[src/rtl/in_port_pkg.sv]
// Shared types and defaults for the CPU input-port producer.
package in_port_pkg;

    localparam int IN_PORT_DATA_W_DEF = 8;

    typedef enum logic [1:0] {
        IDLE,
        DEB_PRESS,
        HELD,
        DEB_REL
    } in_port_state_t;

endpackage

[src/rtl/in_port_ctrl_sync2.sv]
// Parameterised-width two-flop synchroniser with a synchronous reset value.
module sync2
    import in_port_pkg::*;
#(
    parameter int               WIDTH   = 1,
    parameter logic [WIDTH-1:0] RST_VAL = '0
) (
    input  logic             clk,
    input  logic             reset,
    input  logic [WIDTH-1:0] d,
    output logic [WIDTH-1:0] q
);

    logic [WIDTH-1:0] s_p0;
    logic [WIDTH-1:0] s_p1;

    always_ff @(posedge clk) begin
        if (reset) begin
            s_p0 <= RST_VAL;
            s_p1 <= RST_VAL;
        end else begin
            s_p0 <= d;
            s_p1 <= s_p0;
        end
    end

    assign q = s_p1;

endmodule

[src/rtl/in_port_ctrl.sv]
// Debounced push-button capture of the switch bank with a ready/ack handshake to the CPU.
// Optional build macro IN_PORT_OVERRUN_EN adds a sticky overrun output.
module in_port_ctrl
    import in_port_pkg::*;
#(
    parameter int DATA_W          = IN_PORT_DATA_W_DEF,
    parameter int DEBOUNCE_CYCLES = 1000000,
    parameter int BTN_ACTIVE_LOW  = 1
) (
    input  logic              clk,
    input  logic              reset,
    input  logic              btn_in,
    input  logic [DATA_W-1:0] sw_in,
    input  logic              rd_ack,
    output logic              ready_out,
`ifdef IN_PORT_OVERRUN_EN
    output logic              overrun,
`endif
    output logic [DATA_W-1:0] data_out
);

    localparam int               CNT_W   = $clog2(DEBOUNCE_CYCLES);
    localparam logic [CNT_W-1:0] CNT_MAX = CNT_W'(DEBOUNCE_CYCLES - 1);

    logic              btn_p;
    logic              btn_s;
    logic [DATA_W-1:0] sw_s;

    in_port_state_t    state;
    in_port_state_t    state_nxt;
    logic [CNT_W-1:0]  cnt;
    logic [CNT_W-1:0]  cnt_nxt;
    logic              capture;
    logic              capture_p1;

    assign btn_p = (BTN_ACTIVE_LOW != 0) ? ~btn_in : btn_in;

    // stage 0: bring button and switches into the clock domain
    sync2 #(.WIDTH(1), .RST_VAL(1'b0)) u_btn_sync (
        .clk   (clk),
        .reset (reset),
        .d     (btn_p),
        .q     (btn_s)
    );

    sync2 #(.WIDTH(DATA_W), .RST_VAL('0)) u_sw_sync (
        .clk   (clk),
        .reset (reset),
        .d     (sw_in),
        .q     (sw_s)
    );

    // stage 1: debounce FSM, capture pulse registered
    always_ff @(posedge clk) begin
        if (reset) begin
            state      <= IDLE;
            cnt        <= '0;
            capture_p1 <= 1'b0;
        end else begin
            state      <= state_nxt;
            cnt        <= cnt_nxt;
            capture_p1 <= capture;
        end
    end

    always_comb begin
        state_nxt = state;
        cnt_nxt   = cnt;
        capture   = 1'b0;
        case (state)
            IDLE: begin
                if (btn_s) begin
                    state_nxt = DEB_PRESS;
                    cnt_nxt   = '0;
                end
            end
            DEB_PRESS: begin
                if (!btn_s) begin
                    state_nxt = IDLE;
                end else if (cnt == CNT_MAX) begin
                    state_nxt = HELD;
                    capture   = 1'b1;
                end else begin
                    cnt_nxt = cnt + CNT_W'(1);
                end
            end
            HELD: begin
                if (!btn_s) begin
                    state_nxt = DEB_REL;
                    cnt_nxt   = '0;
                end
            end
            DEB_REL: begin
                if (btn_s) begin
                    state_nxt = HELD;
                end else if (cnt == CNT_MAX) begin
                    state_nxt = IDLE;
                end else begin
                    cnt_nxt = cnt + CNT_W'(1);
                end
            end
            default: state_nxt = IDLE;
        endcase
    end

    // stage 2: holding register and handshake; a capture beats a same-cycle ack
    always_ff @(posedge clk) begin
        if (reset) begin
            ready_out <= 1'b0;
            data_out  <= '0;
        end else if (capture_p1) begin
            ready_out <= 1'b1;
            data_out  <= sw_s;
        end else if (rd_ack) begin
            ready_out <= 1'b0;
        end
    end

`ifdef IN_PORT_OVERRUN_EN
    always_ff @(posedge clk) begin
        if (reset) begin
            overrun <= 1'b0;
        end else if (capture_p1 && ready_out && !rd_ack) begin
            overrun <= 1'b1;
        end
    end
`endif

endmodule

[config.mk]
export PLATFORM = sky130hd
export DESIGN_NAME = in_port_ctrl
export DESIGN_NICKNAME = d
export VERILOG_FILES = /design/src/rtl/in_port_pkg.sv /design/src/rtl/in_port_ctrl_sync2.sv /design/src/rtl/in_port_ctrl.sv
export SDC_FILE = /design/constraint.sdc
export NUM_CORES = 1
export LEC_CHECK = 0
export BUFFER_PORTS_ARGS = -buffer_cell sky130_fd_sc_hd__buf_2
export CAP_MARGIN = 40
export CORE_AREA = 2 2 85 87
export CTS_BUF_LIST = sky130_fd_sc_hd__clkbuf_8
export DETAILED_ROUTE_END_ITERATION = 16
export DIE_AREA = 0 0 87 89
export PLACE_DENSITY = 0.49
export SYNTH_ARGS = -nofsm -noshare
export SYNTH_HDL_FRONTEND = slang
export SYNTH_SLANG_ARGS = --single-unit
[constraint.sdc]
create_clock -name clk -period 4.2 [get_ports clk]
set_input_delay 0.63 -clock clk [delete_from_list [all_inputs] [get_ports clk]]
set_output_delay 0.63 -clock clk [all_outputs]
set_load 0.02 [all_outputs]
==> impl_metrics.json <==
{
  "clk_pin_slew_ns": 0.09,
  "fin_crit_sh": 0.453,
  "p_per_area_nw_per_um2": 364,
  "vdd_drop_max_mv": 0.135,
  "core_sq_um": 6720,
  "io_buffers": 20,
  "die_w_um": 87,
  "skew_ns": 0.00787,
  "synth.area.mux_share": 0.0406,
  "drive_gt1_frac": 0.185,
  "period_minus_slack_ns": 1.90,
  "clock_path_buffers": 2,
  "synthSimpleGateAreaFrac": 0.268,
  "critPathMaxStageDelay_ns": 0.52,
  "synthXorXnorAreaFrac": 0.0393,
  "drt_iter0_drc": 98,
  "final_nets": 234,
  "synthTopCellsByArea": "dfxtp_1 51%, nor2b_1 5.7%, mux2i_1 4.1%",
  "gr-usage-all-layers": 0.0961,
  "synth.most_common_cell": "dfxtp_1",
  "hold_ws_ns": 0.442,
  "grt_pass1_wl_um": 5800,
  "crit_path_cell_trace": "and4_1 > nand3_4 > o21ai_4 > or3_2 > a21oi_1",
  "cts_made_buffers": 5,
  "hold_class": "register to register",
  "vias": 1388,
  "num_rows": 30,
  "ys_types": 37,
  "cp_top_family": "simple AND/OR/NAND/NOR gates",
  "cts-root-buf": "clkbuf_8",
  "clk_latency_ns": 0.30,
  "grt_max_degree": 35,
  "cts-htree-levels": 2,
  "leakage_nw": 0.787,
  "gp_congestion": 0.758,
  "fmax_mhz": 526,
  "antenna_found_initial": 0,
  "yosysWarnings": 0,
  "setup_viol": 0,
  "clock-sinks": 50,
  "power.net_switching_uw": 178,
  "synth_edf_count": 0,
  "cts_tree": "yes",
  "dieArea_sq_um": 7740,
  "cp_data_arrival_time_ns": 2.08,
  "place_hpwl_um": 2340,
  "io_pins": 21,
  "dr.pass1.iters": 4,
  "drt_wl_total_um": 3500,
  "syn_to_final_growth_pct": 12.0,
  "vias_per_cell": 4.60,
  "cp.required_ns": 4.38,
  "cts_hold_buffers": 0,
  "hold_viol": 0,
  "route.detailed.drc": 0,
  "syn_nets": 215,
  "finalMaxSlewViolations": 0,
  "post_drt_wl_per_cell_um": 11.6,
  "seqPwrFrac": 0.601,
  "outcome": "complete, no violations",
  "synth_compound_area_frac": 0.103,
  "end_kind": "register",
  "power_frac_clock": 0.368,
  "grt_overflow_total": 0,
  "fin_tns_setup_ns": 0,
  "rsz0062_at_grt": "no",
  "cap_violations": 0,
  "worstSetupPathType": "register to register",
  "crit_path_max_fanout": 25,
  "yosys-top-cells-count": "50 x dfxtp_1, 21 x nor2_1, 18 x nor2b_1",
  "insertedDiodeCount": 0,
  "start_kind": "register",
  "syn-instance-count": 202,
  "cts_setup_buffers": 0,
  "cts_resized": 0,
  "switching_share": 0.221,
  "synth_top_family_by_area": "simple AND/OR/NAND/NOR gates",
  "netlist_area_sq_um": 1970,
  "avgSynthCellArea_sq_um": 9.77,
  "die_h_um": 89,
  "drtAntennaViolNets": 0,
  "crit_buf_inv": 0,
  "ys_ff_latch": 50,
  "synth_seq_area_share": 0.507,
  "p_comb_frac": 0.032,
  "relSlewSlack": 0.594,
  "synth_top_cell_by_area": "dfxtp_1",
  "start_util": 0.294,
  "cp_slowest_cell": "o21ai_4",
  "grt_pass1_vias": 1254,
  "synth_ff_type": "dfxtp_1",
  "synth_adder_area_share": 0.00634,
  "synth-async-reset-ratio": 0,
  "yosys.area.top_type_share": 0.507,
  "tightest_slew_ns": 0.608,
  "p_int_uw": 627,
  "fillers": 675
}
layout make-up:
cell class | count | area [sq um] | area share
repair buffers | 20 | 100 | 0.0453
flip-flops and latches | 50 | 1000 | 0.453
clock buffers | 6 | 82.6 | 0.0374
inverters | 2 | 7.51 | 0.00340
multi-input cells | 142 | 902 | 0.408
well taps | 80 | 100 | 0.0453
clock inverters | 2 | 17.5 | 0.00792
per-stage QoR:
step	util	cells	power (mW)	instance area [sq um]	setup WS [ns]
final	0.329	302	0.806	2210	2.30
after detailed placement	0.314	294	0.521	2110	2.17
after global routing	0.329	302	0.844	2210	2.14
after global placement	0.314	294	0.521	2110	2.19
after CTS	0.329	302	0.819	2210	2.30
after floorplan	-	202	0.514	1970	2.68
worst paths after layout:
path / depth (start not counted) / startpoint / slack (ns) / to
max: 5 / cnt[2]$_SDFFE_PP0P_ / 2.30 / cnt[7]$_SDFFE_PP0P_
min: 1 / u_sw_sync.s_p0[5]$_SDFF_PP0_ / 0.44 / u_sw_sync.q[5]$_SDFF_PP0_
max reg2reg: 5 / cnt[2]$_SDFFE_PP0P_ / 2.30 / cnt[7]$_SDFFE_PP0P_
min reg2reg: 1 / u_sw_sync.s_p0[5]$_SDFF_PP0_ / 0.44 / u_sw_sync.q[5]$_SDFF_PP0_
sequential cells by signal (all words and copies together) (netlist names), named ones only:
| signal | cells |
|---|---|
| u_btn_sync.s_p0 | 1 |
| ready_out | 1 |
| u_btn_sync.q | 1 |
| data_out | 8 |
| cnt | 20 |
| state | 1 |
| u_sw_sync.s_p0 | 8 |
| u_sw_sync.q | 8 |
| capture_p1 | 1 |
power groups by stage:
stage               logic (mW)  registers, mW  clock network [mW]
CTS                     0.0262          0.484               0.309
floorplan               0.0194          0.495                   0
finish                  0.0254          0.484               0.296
detailed placement      0.0261          0.495                   0
global route            0.0287          0.485               0.330
global placement        0.0257          0.495                   0
cell usage in the layout (no fill, tap or decap), drive strengths merged, types with 8 or more instances in the layout:
cell type and count:
dfxtp 50, nor2 21, buf 20, nor2b 18, nand2 14, a21oi 14, o21ai 12, or3 9
mux2i 8, nand4 8
kinds of logic after synthesis:
group | Yosys count
and+or+nand+nor | 92
buffers and inverters | 10
AOI/OAI and AO/OA | 33
adders and majority gates | 1
DFF | 50
xor gates and xnor gates | 8
muxes | 8
worst reg2reg max path: cells and delay by family, from the launching register on:
family             cells  cell delay (ns)
and+or+nand+nor        3             0.79
DFF                    1             0.42
AOI/OAI and AO/OA      2             0.58
layer usage:
layer  track usage  share of wire
met1         0.122           0.49
met2         0.148           0.45
met3        0.0277          0.031
met4        0.0511          0.024
met5             0              0
No activity file was read; power rests on OpenSTA's default activity.
